===== src/rtl/robot_sprite_renderer.sv =====
// Rojobot sprite renderer: per-frame latched placement/orientation, fixed-latency
// pixel pipeline into an external sprite RAM, and a speed-scaled animation FSM.
module robot_sprite_renderer #(
  parameter int          SCALING_FACTOR = 6,
  parameter int          MARGIN         = 128,
  parameter int          SPRITE_COLS    = 34,
  parameter int          SPRITE_ROWS    = 34,
  parameter int          NUM_FRAMES     = 3,
  parameter int          ANIM_COUNTDOWN = 8_000_000,
  parameter int          ANIM_MODE      = 0,
  parameter int          IDLE_FRAME     = 1,
  parameter int          RAM_LATENCY    = 1,
  parameter logic [11:0] TRANSPARENT    = 12'h000
) (
  input  logic        clk,
  input  logic        reset,
  input  logic [11:0] pixel_row,
  input  logic [11:0] pixel_column,
  input  logic        pixel_valid,
  input  logic        frame_start,
  input  logic [7:0]  LocX_reg,
  input  logic [7:0]  LocY_reg,
  input  logic [7:0]  BotInfo_reg,
  output logic [31:0] ram_addr,
  input  logic [11:0] ram_data,
  output logic [11:0] icon,
  output logic        icon_valid,
  output logic [1:0]  dbg_state_o,
  output logic [2:0]  dbg_frame_next_o,
  output logic [2:0]  dbg_frame_disp_o
);

  localparam int MEM_COLS       = SPRITE_COLS * NUM_FRAMES;
  localparam int FRAME_ROW_SIZE = MEM_COLS * SPRITE_ROWS;
  localparam int CX             = (SPRITE_COLS - SCALING_FACTOR) / 2;
  localparam int CY             = (SPRITE_ROWS - SCALING_FACTOR) / 2;
  localparam logic [2:0] IDLE_F = 3'(IDLE_FRAME);
  localparam logic [2:0] LAST_F = 3'(NUM_FRAMES - 1);

  typedef enum logic [1:0] {
    ST_IDLE    = 2'd0,
    ST_RUN_FWD = 2'd1,
    ST_RUN_REV = 2'd2
  } anim_state_e;

  // ---------------- frame latch ----------------
  logic [13:0] left_q, top_q;
  logic [2:0]  orient_row_q, orient_row_d;
  logic [2:0]  frame_disp_q;
  logic [31:0] base_q, base_d;
  logic [2:0]  frame_next_q, frame_next_d;

  logic signed [31:0] left_full, top_full;
  assign left_full = $signed({24'd0, LocX_reg}) * SCALING_FACTOR - CX;
  assign top_full  = $signed({24'd0, LocY_reg}) * SCALING_FACTOR - CY;

  always_comb begin
    orient_row_d = 3'd0;
    case (BotInfo_reg[2:0])
      3'd0: orient_row_d = 3'd1;
      3'd1: orient_row_d = 3'd7;
      3'd2: orient_row_d = 3'd3;
      3'd3: orient_row_d = 3'd5;
      3'd4: orient_row_d = 3'd0;
      3'd5: orient_row_d = 3'd4;
      3'd6: orient_row_d = 3'd2;
      default: orient_row_d = 3'd6;
    endcase
  end

  // Orientation/frame base offset is folded once per frame so the pixel path only adds.
  assign base_d = 32'(orient_row_d) * 32'(FRAME_ROW_SIZE)
                + 32'(frame_next_q) * 32'(SPRITE_COLS);

  always_ff @(posedge clk or posedge reset) begin
    if (reset) begin
      left_q       <= '0;
      top_q        <= '0;
      orient_row_q <= '0;
      frame_disp_q <= IDLE_F;
      base_q       <= 32'(IDLE_FRAME) * 32'(SPRITE_COLS);
    end else if (frame_start) begin
      left_q       <= left_full[13:0];
      top_q        <= top_full[13:0];
      orient_row_q <= orient_row_d;
      frame_disp_q <= frame_next_q;
      base_q       <= base_d;
    end
  end

  // ---------------- pixel pipeline ----------------
  logic [13:0] s1_x_q, s1_y_q;
  logic [31:0] s1_base_q;
  logic        s1_valid_q;
  logic        s2_hit_q, s2_valid_q;
  logic [31:0] ram_addr_q;
  logic [RAM_LATENCY-1:0] hit_pipe_q, vld_pipe_q;

  logic        s1_hit;
  logic [31:0] s1_addr;

  assign s1_hit = !s1_x_q[13] && (s1_x_q < 14'(SPRITE_COLS)) &&
                  !s1_y_q[13] && (s1_y_q < 14'(SPRITE_ROWS));
  assign s1_addr = s1_base_q + 32'(s1_y_q) * 32'(MEM_COLS) + 32'(s1_x_q);

  always_ff @(posedge clk or posedge reset) begin
    if (reset) begin
      s1_x_q     <= '0;
      s1_y_q     <= '0;
      s1_base_q  <= '0;
      s1_valid_q <= 1'b0;
      s2_hit_q   <= 1'b0;
      s2_valid_q <= 1'b0;
      ram_addr_q <= '0;
      hit_pipe_q <= '0;
      vld_pipe_q <= '0;
    end else begin
      // Sampling the latch registers here keeps a frame_start-coincident pixel on old values.
      s1_x_q     <= {2'b00, pixel_column} - 14'(MARGIN) - left_q;
      s1_y_q     <= {2'b00, pixel_row} - top_q;
      s1_base_q  <= base_q;
      s1_valid_q <= pixel_valid;
      s2_hit_q   <= s1_valid_q && s1_hit;
      s2_valid_q <= s1_valid_q;
      if (s1_valid_q && s1_hit) ram_addr_q <= s1_addr;
      hit_pipe_q[0] <= s2_hit_q;
      vld_pipe_q[0] <= s2_valid_q;
      for (int i = 1; i < RAM_LATENCY; i++) begin
        hit_pipe_q[i] <= hit_pipe_q[i-1];
        vld_pipe_q[i] <= vld_pipe_q[i-1];
      end
    end
  end

  assign ram_addr   = ram_addr_q;
  assign icon_valid = vld_pipe_q[RAM_LATENCY-1];
  assign icon       = !vld_pipe_q[RAM_LATENCY-1] ? 12'h000 :
                      hit_pipe_q[RAM_LATENCY-1] ? ram_data : TRANSPARENT;

  // ---------------- animation FSM ----------------
  anim_state_e state_q, state_d;
  logic [31:0] cnt_q, cnt_d;
  logic [3:0]  speed;
  logic [1:0]  shift;
  logic [31:0] reload;

  assign speed = BotInfo_reg[7:4];

  always_comb begin
    shift = 2'd0;
    if (speed >= 4'd4)      shift = 2'd3;
    else if (speed != 4'd0) shift = 2'(speed - 4'd1);
  end

  assign reload = 32'(ANIM_COUNTDOWN) >> shift;

  always_comb begin
    state_d      = state_q;
    frame_next_d = frame_next_q;
    cnt_d        = cnt_q;
    case (state_q)
      ST_IDLE: begin
        frame_next_d = IDLE_F;
        cnt_d        = reload;
        if (speed != 4'd0) state_d = ST_RUN_FWD;
      end
      ST_RUN_FWD, ST_RUN_REV: begin
        if (speed == 4'd0) begin
          state_d      = ST_IDLE;
          frame_next_d = IDLE_F;
          cnt_d        = reload;
        end else if (cnt_q != 32'd0) begin
          cnt_d = cnt_q - 32'd1;
        end else begin
          cnt_d = reload;
          if (NUM_FRAMES == 1) begin
            frame_next_d = 3'd0;
          end else if (ANIM_MODE == 1) begin
            state_d      = ST_RUN_FWD;
            frame_next_d = (frame_next_q >= LAST_F) ? 3'd0 : frame_next_q + 3'd1;
          end else if (state_q == ST_RUN_FWD) begin
            // Direction flips as soon as the end frame is reached, not one step later.
            if (frame_next_q >= LAST_F) begin
              frame_next_d = frame_next_q - 3'd1;
              state_d      = (frame_next_d == 3'd0) ? ST_RUN_FWD : ST_RUN_REV;
            end else begin
              frame_next_d = frame_next_q + 3'd1;
              state_d      = (frame_next_d == LAST_F) ? ST_RUN_REV : ST_RUN_FWD;
            end
          end else begin
            if (frame_next_q == 3'd0) begin
              frame_next_d = 3'd1;
              state_d      = (frame_next_d == LAST_F) ? ST_RUN_REV : ST_RUN_FWD;
            end else begin
              frame_next_d = frame_next_q - 3'd1;
              state_d      = (frame_next_d == 3'd0) ? ST_RUN_FWD : ST_RUN_REV;
            end
          end
        end
      end
      default: begin
        state_d      = ST_IDLE;
        frame_next_d = IDLE_F;
        cnt_d        = reload;
      end
    endcase
  end

  always_ff @(posedge clk or posedge reset) begin
    if (reset) begin
      state_q      <= ST_IDLE;
      frame_next_q <= IDLE_F;
      cnt_q        <= 32'(ANIM_COUNTDOWN);
    end else begin
      state_q      <= state_d;
      frame_next_q <= frame_next_d;
      cnt_q        <= cnt_d;
    end
  end

  assign dbg_state_o      = state_q;
  assign dbg_frame_next_o = frame_next_q;
  assign dbg_frame_disp_o = frame_disp_q;

  logic unused_bits;
  assign unused_bits = ^{BotInfo_reg[3], left_full[31:14], top_full[31:14], orient_row_q};

endmodule


===== config.mk =====
export PLATFORM = sky130hd
export DESIGN_NAME = robot_sprite_renderer
export DESIGN_NICKNAME = d
export VERILOG_FILES = /design/src/rtl/robot_sprite_renderer.sv
export SDC_FILE = /design/constraint.sdc
export NUM_CORES = 1
export LEC_CHECK = 0
export BUFFER_PORTS_ARGS = -buffer_cell sky130_fd_sc_hd__buf_2
export CORE_ASPECT_RATIO = 0.7
export CORE_UTILIZATION = 61
export DETAILED_ROUTE_END_ITERATION = 8
export GPL_TIMING_DRIVEN = 1
export HOLD_SLACK_MARGIN = 0.02
export PLACE_DENSITY = 0.84
export RECOVER_POWER = 25
export SLEW_MARGIN = 20
export SYNTH_ARGS = -nofsm -noshare
export SYNTH_HDL_FRONTEND = slang
export SYNTH_SLANG_ARGS = --single-unit
export TNS_END_PERCENT = 50

===== constraint.sdc =====
create_clock -name clk -period 7.4 [get_ports clk]
set_clock_uncertainty 0.15 [all_clocks]
set_input_delay 0.37 -clock clk [delete_from_list [all_inputs] [get_ports clk]]
set_output_delay 0.37 -clock clk [all_outputs]
set_load 0.01 [all_outputs]

==> impl.org <==
** CTS
- Maximum count of clock buffers along a single path :: 2
- The clock tree synthesis step divided the H-tree into 4 levels.
- Number of post-CTS setup repair buffers :: 0
- Source-to-sink clock delay at the later pin of the worst-skew pair :: around 440 ps
- In this run, CTS created clock tree buffers numbering 17.
- CTS clk-pin slew, worst paths :: roughly 60 ps
- Root Buffer :: clkbuf_16
- Clock tree from TritonCTS :: yes
- Number of clock sinks seen by CTS :: approximately 150

** Outcome
- Violations in the final reports :: max-capacitance violations, max-slew violations
- The flow ran to the end, but the final reports show violations.

** Min path
- Worst hold stages :: 2
- Hold EP :: left_q[1]$_DFFE_PP0P_
- Critical hold path startpoint :: LocX_reg[0]
- In this run the worst hold path is classified as in2reg.

** Die
- Die Wd :: around 160 µm
- The core region is roughly 18000 µm².
- The die is between 100 and 150 µm tall.
- Effective utilization at floorplan :: 62.3%
- Area of the die :: about 19000 µm²
- Number of top-level pins :: 117
- The floorplan has just over 40 rows.

** Critical path
- Crit path max fanout :: 5
- Critical Path Sink Type :: flip-flop
- The critical path in this run is classified as reg2reg.
- Counting cells, the worst reg-to-reg path comes to 22.
- At the worst endpoint, the arrival time is about 6200 ps.
- Capture point of the worst reg-to-reg path :: ram_addr[19]$_DFFE_PP0P_
- Across all register-to-register paths, the minimum setup slack is approximately 1400 ps.
- Critical path required time :: 7590 ps
- Crit start category :: flip-flop
- FF-to-FF Start :: s1_y_q[5]$_DFF_PP0_

** Timing
- Relative slew margins :: -172%
- Number of slew-limit violations in the final report :: between 150 and 200
- Endpoints failing hold :: 0
- On the final layout, the worst hold slack is about 26 ps.
- Final min period :: between 6000 and 7000 ps
- Setup repair after global routing left no endpoint under its margin.
- Final worst-path cycle share :: 81.5%
- Setup TNS :: 0 ps
- Final critical-path setup slack :: 1370 ps
- At the pin with the least slew margin, the transition time is around 4000 ps.
- Total of endpoints with negative setup slack in the final report :: 0
- Maximum frequency from static timing analysis :: around 170 MHz

** Global route
- GRT Resource Usage Total :: roughly 27%
- Antenna violations before repair :: 0
- Entering global routing, the biggest net connects 96 pins.
- Global-route congestion overflow total :: 0
- First-pass GRT wire length :: 40.4 mm
- Via count of the first global-routing pass :: approximately 8400

** Place
- The congestion estimate from routability-driven global placement came to 0.883.
- The number of placed instances, taps included, is approximately 1500.
- Hpwl dp :: 18.4 mm
- In this run the tool buffered the top-level ports with roughly 110 buffer cells.
- OpenSTA, run right after detailed placement, puts the worst setup slack at ~1400 ps.

** Synthesis
- Sequential cells were found to cover between 30 and 40% of the synthesized design area.
- Of all flip-flops after synthesis, the portion carrying an async set or reset was 100%.
- Post-synthesis register bit count :: 146
- Number of flops mapped to enable cells by yosys :: 0
- Cell Area, Synth :: between 10000 and 15000 µm²
- Area share of the largest cell type after synthesis :: a little under a third
- Most common flop cell mapped by yosys :: dfrtp_1
- Syn. warnings :: 0
- Post-Syn Area per Cell :: between 9 and 10 µm²
- The commonest cells after synthesis are inv_1, ha_1, dfrtp_1, nor2_1, nand2_1.
- By area the synthesized netlist is led by dfrtp_1, ha_1, fa_1.
- Cell with the most instances after synthesis :: inv_1
- Post-synthesis cell type with the largest combined area :: dfrtp_1
- Synth cell types :: 68
- Number of instances in the synthesized netlist :: between 1000 and 1500

** Routing
- The final route contains just under 9000 vias.
- The first detailed-routing pass took 6 iterations.
- Avg WL per Cell :: 15.7 µm
- Final routed DRC violation total :: 0
- Once detail routing completed, the nets flagged for antenna violations numbered 0.
- After the first detailed-routing iteration, the DRC count stood at 724.
- Dividing the detail-routed via count by the number of cells gives approximately 5.6.
- Wires add up to 24.7 mm.

** Finish
- Antenna cells :: 0
- Fin nets :: 1572
- After the flow finishes, the layout carries non-filler instances totaling between 1500 and 2000.
- Fraction of layout cells with a size suffix above 1 :: a little under an eighth
- The area growth from synthesis to layout is 11.7%.

** Job
- Number of violations of the max-capacitance limit :: 2
-- logic make-up (layout without fill, tap and decap cells) --
logic type | count (synthesis) | in the layout | share of synthesized area (%)
mux | 20 | 20 | 1.95
other cells | 1 | 10 | 0.0334
simple gates | 331 | 331 | 14.4
fa+ha+maj | 181 | 181 | 22.8
compound gates | 228 | 228 | 12.5
buf+inv | 202 | 315 | 7.16
flops | 146 | 146 | 32.7
xor+xnor | 109 | 109 | 8.51
-- registers in the layout, indices dropped and copies added (netlist names), 2 cells and up --
register	flops
ram_addr	22
s1_base_q	15
top_q	11
dbg_frame_next_o	3
base_q	14
s1_x_q	14
dbg_state_o	2
dbg_frame_disp_o	3
s1_y_q	14
left_q	11
cnt_q	32
-- layer usage --
layer  up-vias  global-route usage [%]  part of all wire [%]
li1       4291                       -                     -
met3        43                    5.51                   6.3
met4         0                    9.44                   2.0
met2       277                    43.0                    45
met1      4201                    38.2                    47
met5         -                       0                     0
-- layout make-up --
type                            instances  area [µm²]
Clock buffer                           20         457
Multi-Input combinational cell        879        6780
Sequential cell                       146        3670
Clock inverter                         12         130
Fill cell                            1352        5480
Inverter                              171         643
Tap cell                              236         295
Timing Repair Buffer                  112         553
-- repair_timing --
item,in CTS,in global routing
setup endpoints to repair,0,0
hold buffers,4,0
resized for setup,0,0
endpoints found under the hold margin,61,0
-- worst max-delay path by stage --
stage                             start                        to  slack, ps  depth (start not counted)
floorplan           s1_y_q[5]$_DFF_PP0_  ram_addr[19]$_DFFE_PP0P_       1860                         22
global placement    s1_y_q[5]$_DFF_PP0_  ram_addr[19]$_DFFE_PP0P_       1520                         22
detailed placement  s1_y_q[5]$_DFF_PP0_  ram_addr[19]$_DFFE_PP0P_       1400                         22
CTS                 s1_y_q[5]$_DFF_PP0_  ram_addr[19]$_DFFE_PP0P_       1360                         22
global route        s1_y_q[5]$_DFF_PP0_  ram_addr[19]$_DFFE_PP0P_       1050                         21
finish              s1_y_q[5]$_DFF_PP0_  ram_addr[19]$_DFFE_PP0P_       1370                         22
-- layout by cell type (no fill, tap or decap), drive strengths merged, types with 15 or more instances in the layout --
cell	n
buf	82
nand3	18
nor3	20
xor2	37
fa	39
a21oi	77
dfrtp	136
nor2	112
xnor2	72
clkbuf	46
o21ai	59
mux2	15
inv	172
nand2	84
ha	142
-- worst max-delay path, cell delays in order, from the launching register on --
cell and delay (ps):
dfrtp_1 410, ha_1 360, fa_1 550, inv_1 50, fa_1 490, inv_1 40, ha_1 350, o21a_1 190
o31a_1 150, o21a_1 190, nor2_1 110, xnor2_1 150, fa_1 460, ha_1 380, nand3_1 130, nor2_1 60
a22o_1 250, o41ai_1 420, o21ai_0 260, a31oi_1 270, and3b_1 230, xnor2_1 120, o21ai_0 170
-- stage by stage --
step | area, µm² | util [%]
6_report | 12500 | 69.6
5_1_grt | 12500 | 69.6
4_1_cts | 12600 | 69.8
3_5_place_dp | 11900 | 66.3
3_3_place_gp | 11900 | 66.3
2_1_floorplan | 11300 | -
Power is not shown: default switching activity piles up to over one toggle a cycle in this logic, so the estimate is an artifact.
